===== config.mk =====
export PLATFORM = sky130hd
export DESIGN_NAME = bus_rr_arbiter
export DESIGN_NICKNAME = d
export VERILOG_FILES = /design/src/rtl/arb_pkg.sv /design/src/rtl/rr_pick.sv /design/src/rtl/bus_rr_arbiter.sv
export SDC_FILE = /design/constraint.sdc
export NUM_CORES = 1
export LEC_CHECK = 0
export CORE_AREA = 2 2 121 123
export DETAILED_ROUTE_END_ITERATION = 7
export DIE_AREA = 0 0 123 125
export PLACE_DENSITY_LB_ADDON = 0.25
export SLEW_MARGIN = 25
export SYNTH_ARGS = -nofsm -noshare
export SYNTH_HDL_FRONTEND = slang
export SYNTH_SLANG_ARGS = --single-unit

===== constraint.sdc =====
create_clock -name clk -period 5.4 [get_ports clk]
set_input_delay 1.62 -clock clk [delete_from_list [all_inputs] [get_ports clk]]
set_output_delay 1.62 -clock clk [all_outputs]
set_load 0.02 [all_outputs]

===== src/rtl/arb_pkg.sv =====
// Shared definitions for the round-robin bus arbiter.
//   arb_state_t : two-state arbiter FSM encoding (IDLE / BUSY)
//   NUM_REQ     : number of requesters (8)
//   IDX_W       : width of a requester index (3)
package arb_pkg;

    localparam int NUM_REQ = 8;
    localparam int IDX_W   = 3;

    typedef enum logic {
        IDLE = 1'b0,
        BUSY = 1'b1
    } arb_state_t;

endpackage


===== src/rtl/rr_pick.sv =====
// Rotating first-one search for the round-robin arbiter.
// Ports:
//   req   in  [NUM_REQ-1:0] request vector
//   ptr   in  [IDX_W-1:0]   index of the last owner; search starts at ptr+1
//   idx   out [IDX_W-1:0]   index of the winning requester (0 when none)
//   found out               at least one request is set
// Purely combinational.
module rr_pick
    import arb_pkg::*;
(
    input  logic [NUM_REQ-1:0] req,
    input  logic [IDX_W-1:0]   ptr,
    output logic [IDX_W-1:0]   idx,
    output logic               found
);

    logic [IDX_W-1:0] cand;

    // Walk the offsets from the farthest (ptr+8 == ptr) down to the nearest
    // (ptr+1); later hits overwrite earlier ones, so the nearest set bit
    // above ptr wins and ptr itself is considered last.
    always_comb begin
        idx   = '0;
        found = 1'b0;
        cand  = '0;
        for (int i = NUM_REQ; i >= 1; i--) begin
            cand = IDX_W'(int'(ptr) + i);
            if (req[cand]) begin
                idx   = cand;
                found = 1'b1;
            end
        end
    end

endmodule


===== src/rtl/bus_rr_arbiter.sv =====
// Eight-way round-robin bus arbiter with registered grant and data path.
// Ports:
//   clk      in                 rising-edge clock
//   reset    in                 synchronous, active-high reset
//   req      in  [7:0]          per-requester request, held for the transfer
//   d_in     in  [8*DW-1:0]     flattened requester data, word i at [i*DW +: DW]
//   grant    out [7:0]          registered one-hot grant, zero when idle
//   sel      out [2:0]          index of the current or last owner
//   d_out    out [DW-1:0]       registered data word of the owner
//   d_valid  out                d_out carries owner data this cycle
//   busy     out                arbiter is in BUSY
// Optional feature: define ARB_TIMEOUT_EN to add a tenure counter that
// forces release after MAX_TENURE BUSY cycles.
module bus_rr_arbiter
    import arb_pkg::*;
#(
    parameter int DW         = 32,
    parameter int MAX_TENURE = 16
) (
    input  logic                  clk,
    input  logic                  reset,
    input  logic [NUM_REQ-1:0]    req,
    input  logic [NUM_REQ*DW-1:0] d_in,
    output logic [NUM_REQ-1:0]    grant,
    output logic [IDX_W-1:0]      sel,
    output logic [DW-1:0]         d_out,
    output logic                  d_valid,
    output logic                  busy
);

    arb_state_t         state, state_d;
    logic [IDX_W-1:0]   ptr, ptr_d;
    logic [IDX_W-1:0]   sel_d;
    logic [NUM_REQ-1:0] grant_d;
    logic               d_valid_d;
    logic               load_data;
    logic [IDX_W-1:0]   pick_idx;
    logic               pick_found;
    logic               expired;
    logic               release_now;

    rr_pick u_pick (
        .req   (req),
        .ptr   (ptr),
        .idx   (pick_idx),
        .found (pick_found)
    );

`ifdef ARB_TIMEOUT_EN
    localparam int TW = (MAX_TENURE > 1) ? $clog2(MAX_TENURE) : 1;

    logic [TW-1:0] tenure;

    // Zero throughout IDLE, so it starts from zero on entry to BUSY.
    always_ff @(posedge clk) begin
        if (reset) begin
            tenure <= '0;
        end else if (state == BUSY) begin
            tenure <= tenure + 1'b1;
        end else begin
            tenure <= '0;
        end
    end

    // Last permitted BUSY cycle: tenure counts 0..MAX_TENURE-1.
    assign expired = (tenure == TW'(MAX_TENURE - 1));
`else
    assign expired = 1'b0;
`endif

    assign release_now = ~req[sel] | expired;

    // State register
    always_ff @(posedge clk) begin
        if (reset) begin
            state <= IDLE;
        end else begin
            state <= state_d;
        end
    end

    // Next-state logic
    always_comb begin
        state_d = state;
        case (state)
            IDLE:    if (pick_found)  state_d = BUSY;
            BUSY:    if (release_now) state_d = IDLE;
            default: state_d = IDLE;
        endcase
    end

    // Output logic: next values of the registered outputs
    always_comb begin
        grant_d   = grant;
        sel_d     = sel;
        ptr_d     = ptr;
        d_valid_d = 1'b0;
        load_data = 1'b0;
        case (state)
            IDLE: begin
                grant_d = '0;
                if (pick_found) begin
                    grant_d[pick_idx] = 1'b1;
                    sel_d             = pick_idx;
                    ptr_d             = pick_idx;
                end
            end
            BUSY: begin
                d_valid_d = 1'b1;
                load_data = 1'b1;
                if (release_now) begin
                    grant_d = '0;
                end
            end
            default: grant_d = '0;
        endcase
    end

    // Output and data registers. ptr resets to 7 so requester 0 is the
    // first candidate after reset.
    always_ff @(posedge clk) begin
        if (reset) begin
            grant   <= '0;
            sel     <= '0;
            ptr     <= IDX_W'(NUM_REQ - 1);
            d_valid <= 1'b0;
            d_out   <= '0;
        end else begin
            grant   <= grant_d;
            sel     <= sel_d;
            ptr     <= ptr_d;
            d_valid <= d_valid_d;
            if (load_data) begin
                d_out <= d_in[sel*DW +: DW];
            end
        end
    end

    assign busy = (state == BUSY);

endmodule


* After elaboration in Yosys (flattened, before gate mapping)
Cells that the tools add are included.
Storage, ports and cells: bits in registers 48, bits of input ports 266, output and inout bits 45, word-level logic and storage cells 73
Operators by class: add/sub/neg operators 8, magnitude comparators 11, eq/ne operators 1, shift-type cells 1, multiplexer cells 43, bitwise gates (word level) 1, reductions and logical operators 2
Operators by type and width (count):
- $shiftx 256x9->32 | 1
- $lt 3x4->1 const B | 10
- $bmux 1 s3 | 9
- $mux 3 | 8
- $mux 1 | 21
- $mux 8 | 2
- $pmux 8 s2 | 1
- $add 3x3->3 const B | 4
- $add 3x1->3 const B | 2
- $add 3x2->3 const B | 2
- $demux 1 s3 | 1
- $ge 3x1->1 const B | 1
- $ne 2x2->1 const B | 1
- $pmux 1 s2 | 1
- $reduce_and 2->1 | 1
- $logic_and 1x1->1 | 1
- $not 1->1 | 1

* Longest topological paths before layout
depth in word-level cells 17, depth in mapped cells 11, gate-level depth less buffers 9

* Hierarchy
A second synthesis with hierarchy kept.
Unflattened totals: cell total of the unflattened synthesis 365, area, all modules 4082.7 µm²
Modules (own cells, without submodules):
- bus_rr_arbiter | times used 1, cells an instance 288, area each 3408.3 µm², seq. area each 960.9 µm²
- rr_pick | times used 1, cells an instance 77, area each 674.4 µm², seq. area each 0.0 µm²

* Worst setup path after synthesis
No wires, ideal clock.
path type input to register, start point in req[2], end point reg grant[3], library setup time 0.117 ns, data arrival time 3.456 ns, data required time 5.283 ns, setup slack 1.826 ns, stages 7, path buffers 0, cells stage by stage mux4_2 mux2_4 nand2b_1 o22ai_1 mux2_2 and2_1 a32o_1
Between the ends: longest elaborated chain between the ends 16, elaborated cells on any way between the ends 42, those cells by class 2 x order compare; 1 x eq/ne; 38 x mux; 1 x reduce/logical
RTL lines:
- start, declared | line bus_rr_arbiter.sv:22 | input logic [NUM_REQ-1:0] req,
- $bmux 1 s3 | line rr_pick.sv:28 | if (req[cand]) begin
- $mux 1 (implied by the code) | line rr_pick.sv:28
- $mux 3 (8 in series) | line rr_pick.sv:28
- $lt 3x4->1 (implied by the code) or $ge 3x1->1 (tied branches) | line bus_rr_arbiter.sv:103 | grant_d[pick_idx] = 1'b1;
- $logic_and 1x1->1 (implied by the code) | line bus_rr_arbiter.sv:103
- $mux 1 (implied by the code) | line bus_rr_arbiter.sv:103
- $demux 1 s3 | line bus_rr_arbiter.sv:103
- $mux 8 | line bus_rr_arbiter.sv:102 | if (pick_found) begin
- $pmux 8 s2 | line bus_rr_arbiter.sv:99 | case (state)
- end signal, assigned | line bus_rr_arbiter.sv:129 | grant <= grant_d;
- end, declared | line bus_rr_arbiter.sv:24 | output logic [NUM_REQ-1:0] grant,
Parallel ways exist; a longest one is shown, timed or not. The select of a mux whose other input is x is not followed. A chain may end at the register's enable or synchronous reset.

* Worst setup path in the final report
start point in req[3], end point reg grant[2]
Same word-level chain as after synthesis.

==> results.sh <==
export IMPL_worstPathMaxFanout=6
export IMPL_ir_drop_mv=0.166
export IMPL_post_cts_buffers=0
export IMPL_combPwrFrac_pct=66.7
export IMPL_syn_nets=616
export IMPL_setup_violations=0
export IMPL_min_path_cells=2
export IMPL_die_h_um=125
export IMPL_crit_path_frequent_cell="a21oi_1"
export IMPL_yosysWarnings=0
export IMPL_relSlewSlack_pct=39.6
export IMPL_crit_path_max_incr_delay_ps=570
export IMPL_ys_flop_type="dfxtp_1"
export IMPL_port_buffers=310
export IMPL_cts_sinks=48
export IMPL_cts_inserted_buffers=5
export IMPL_drc=0
export IMPL_routed_wl_um=17500
export IMPL_hpwlAfterDp_um=14200
export IMPL_fin_cells=821
export IMPL_initial_core_util_pct=29.3
export IMPL_p_leak_nw=2.60
export IMPL_dieArea_sq_um=15400
export IMPL_drive_gt1_share_pct=15.7
export IMPL_swShare_pct=39.5
export IMPL_grt_pass1_vias=4663
export IMPL_p_sw_mw=1.18
export IMPL_cts_resized=0
export IMPL_cp_required_ps=5580
export IMPL_worst_path_buf_inv=1
export IMPL_start_kind="input pin"
export IMPL_gp_congestion=0.906
export IMPL_hold_class="reg2reg"
export IMPL_finalCritPeriodShare_pct=74.8
export IMPL_crit_cells=8
export IMPL_cts_tree="done"
export IMPL_grt_max_degree=69
export IMPL_die_x_um=123
export IMPL_max_freq_mhz=248
export IMPL_critPathKind="in2reg"
export IMPL_syn_instance_count=348
export IMPL_max_cap_viol_count=0
export IMPL_dr_pass1_iters=4
export IMPL_status="complete, no violations"
export IMPL_cp_end_kind="flop"
export IMPL_ys_ff_latch=48
export IMPL_worst_pin_slew_ps=906
export IMPL_fin_nets=902
export IMPL_fin_crit_ps=4040
export IMPL_cts_buffer_depth=2
export IMPL_power_density_nw_per_um2=393
export IMPL_grt_use_total_pct=22.6
export IMPL_clkTransAtPathRegs_ps=70
export IMPL_finalMaxSlewViolations=0
export IMPL_async_flop_share_pct=0
export IMPL_r2r_cells=9
export IMPL_cts_root_buffer="clkbuf_16"
export IMPL_first_iter_violations=185
export IMPL_final_hold_viol_count=0
export IMPL_synth_edf_count=0
export IMPL_detail_route_vias_per_cell=5.23
export IMPL_clockPowerShare_pct=13.6
export IMPL_grt_setup_unrepaired="false"
export IMPL_crit_family="compound AO/OA/AOI/OAI gates"
export IMPL_skew_ps=7.47
export IMPL_clk_insertion_delay_late_ps=280
export IMPL_route_detailed_wl_per_inst_um=21.3
export IMPL_vias=4296
export IMPL_utilization_pct=53.3
export IMPL_area_growth_pct=81.8
export IMPL_crit_arrival_ps=4220
export IMPL_postCtsHoldBufs=0
export IMPL_power_mw=2.98
export IMPL_pwr_share_seq_pct=19.7
export IMPL_antenna_found_initial=2
export IMPL_fin_setup_tns_ps=0
export IMPL_grt_overflow_total=0
export IMPL_grt_pass1_wl_um=26200
export IMPL_ys_seq_area_share_pct=23.1
export IMPL_cp_slowest_cell="mux4_2"
export IMPL_syn_area_per_cell_sq_um=12.0
export IMPL_rows=44
export IMPL_antenna_left=0
export IMPL_placedCellCount=811
export IMPL_p_int_mw=1.80
export IMPL_netlist_cell_type_count=46
export IMPL_htreeDepth=2
export IMPL_io_pins=311
export IMPL_core_area_sq_um=14200
export IMPL_worstPathCellList="clkdlybuf4s50_1, mux4_2, a22o_1, a21oi_1, a21oi_1, o311ai_1, o21ai_1, a32o_1"
export IMPL_syn_area_sq_um=4170
export IMPL_fillers=1290
## power by group through the flow
| stage | clock network, mW | logic, mW | registers, mW |
|---|---|---|---|
| after floorplan | 0 | 1.37 | 0.593 |
| after CTS | 0.420 | 1.99 | 0.591 |
| after global placement | 0 | 1.93 | 0.593 |
| after detailed placement | 0 | 1.98 | 0.597 |
| final | 0.405 | 1.99 | 0.586 |
| after global routing | 0.428 | 2.12 | 0.612 |
## cell usage after synthesis, drive strengths merged, types with 2 or more instances
library cell	count	area (sq um)
o21a	2	15.0
nor2	45	169
a22oi	3	22.5
o21bai	2	15.0
a32o	8	80.1
nand2	4	15.0
mux2	5	60.1
o21ai	2	10.0
clkbuf	19	71.3
ha	2	25.0
a21oi	6	30.0
o22ai	2	12.5
mux4	76	1710
dfxtp	48	961
nor2b	6	37.5
and2	2	12.5
a211oi	32	240
o211ai	2	20.0
xnor2	3	26.3
inv	3	11.3
mux2i	38	380
buf	16	83.8
or2	2	12.5
nor3	3	15.0
## metrics by stage
stage | hold WS (ps) | cell area, sq um | setup slack (ps)
finish | 482 | 7580 | 1360
floorplan | 557 | 4170 | 1830
CTS | 486 | 7570 | 1440
global placement | 466 | 7380 | 1200
global route | 510 | 7580 | 1270
detailed placement | 469 | 7380 | 1140
## registers in the layout, summed over array words and instances (netlist names)
register  count
busy          1
ptr           3
grant         8
d_valid       1
d_out        32
sel           3
## path summary, 6_finish.rpt
check / from / to / slack, ps
hold reg to reg: d_out[22] / d_out[22] / 480
setup reg to reg: ptr[0] / grant[2] / 1630
hold / removal: d_out[22] / d_out[22] / 480
setup / recovery: req[3] / grant[2] / 1360
## placed cells by master, fill, tap and decap left out, drive strengths merged, types with 2 or more instances in the layout
cell           count
a21oi              6
ha                 2
nor2b              6
diode              2
o21bai             2
o21a               2
or2                2
and2               2
mux2               5
inv                4
nand2              4
o21ai              2
mux2i             38
nor3               3
o22ai              2
bufinv             2
a211oi            32
dfxtp             48
clkbuf             5
xnor2              3
o211ai             2
buf                5
a22oi              3
nor2              45
mux4              76
a32o               8
clkdlybuf4s50    309
## final cells by class
cell class,count,area (sq um),share of cell area (%)
Timing Repair Buffer,314,3130,41.3
Tap cell,184,230,3.04
Multi-Input combinational cell,262,3040,40.1
Clock buffer,5,125,1.65
Antenna cell,2,5.00,0.0661
Sequential cell,48,968,12.8
Clock inverter,3,68.8,0.908
Inverter,3,11.3,0.149
## worst register-to-register path: stages (launching register included)
cell	delay [ps]
dfxtp_1	680
inv_1	250
ha_1	590
mux4_2	630
a22o_1	260
a21oi_1	250
a21oi_1	130
o311ai_1	330
o21ai_1	260
a32o_1	290
## per-layer routing
layer | share of wire [%] | vias up | GRT usage (%)
met2 | 54 | 175 | 41.5
met5 | 0 | - | 0
met1 | 36 | 2087 | 25.9
li1 | - | 2007 | -
met3 | 6.1 | 27 | 4.33
met4 | 3.0 | 0 | 7.22
## cells by family after synthesis
logic type      Yosys count  synth area share, %
xor+xnor                  4                0.841
simple gates             69                 7.39
compound gates           68                 12.5
fa+ha+maj                 2                0.601
buf+inv                  38                 3.99
flops                    48                 23.1
mux                     119                 51.7
Note: power is estimated with default switching activity, not from simulation.
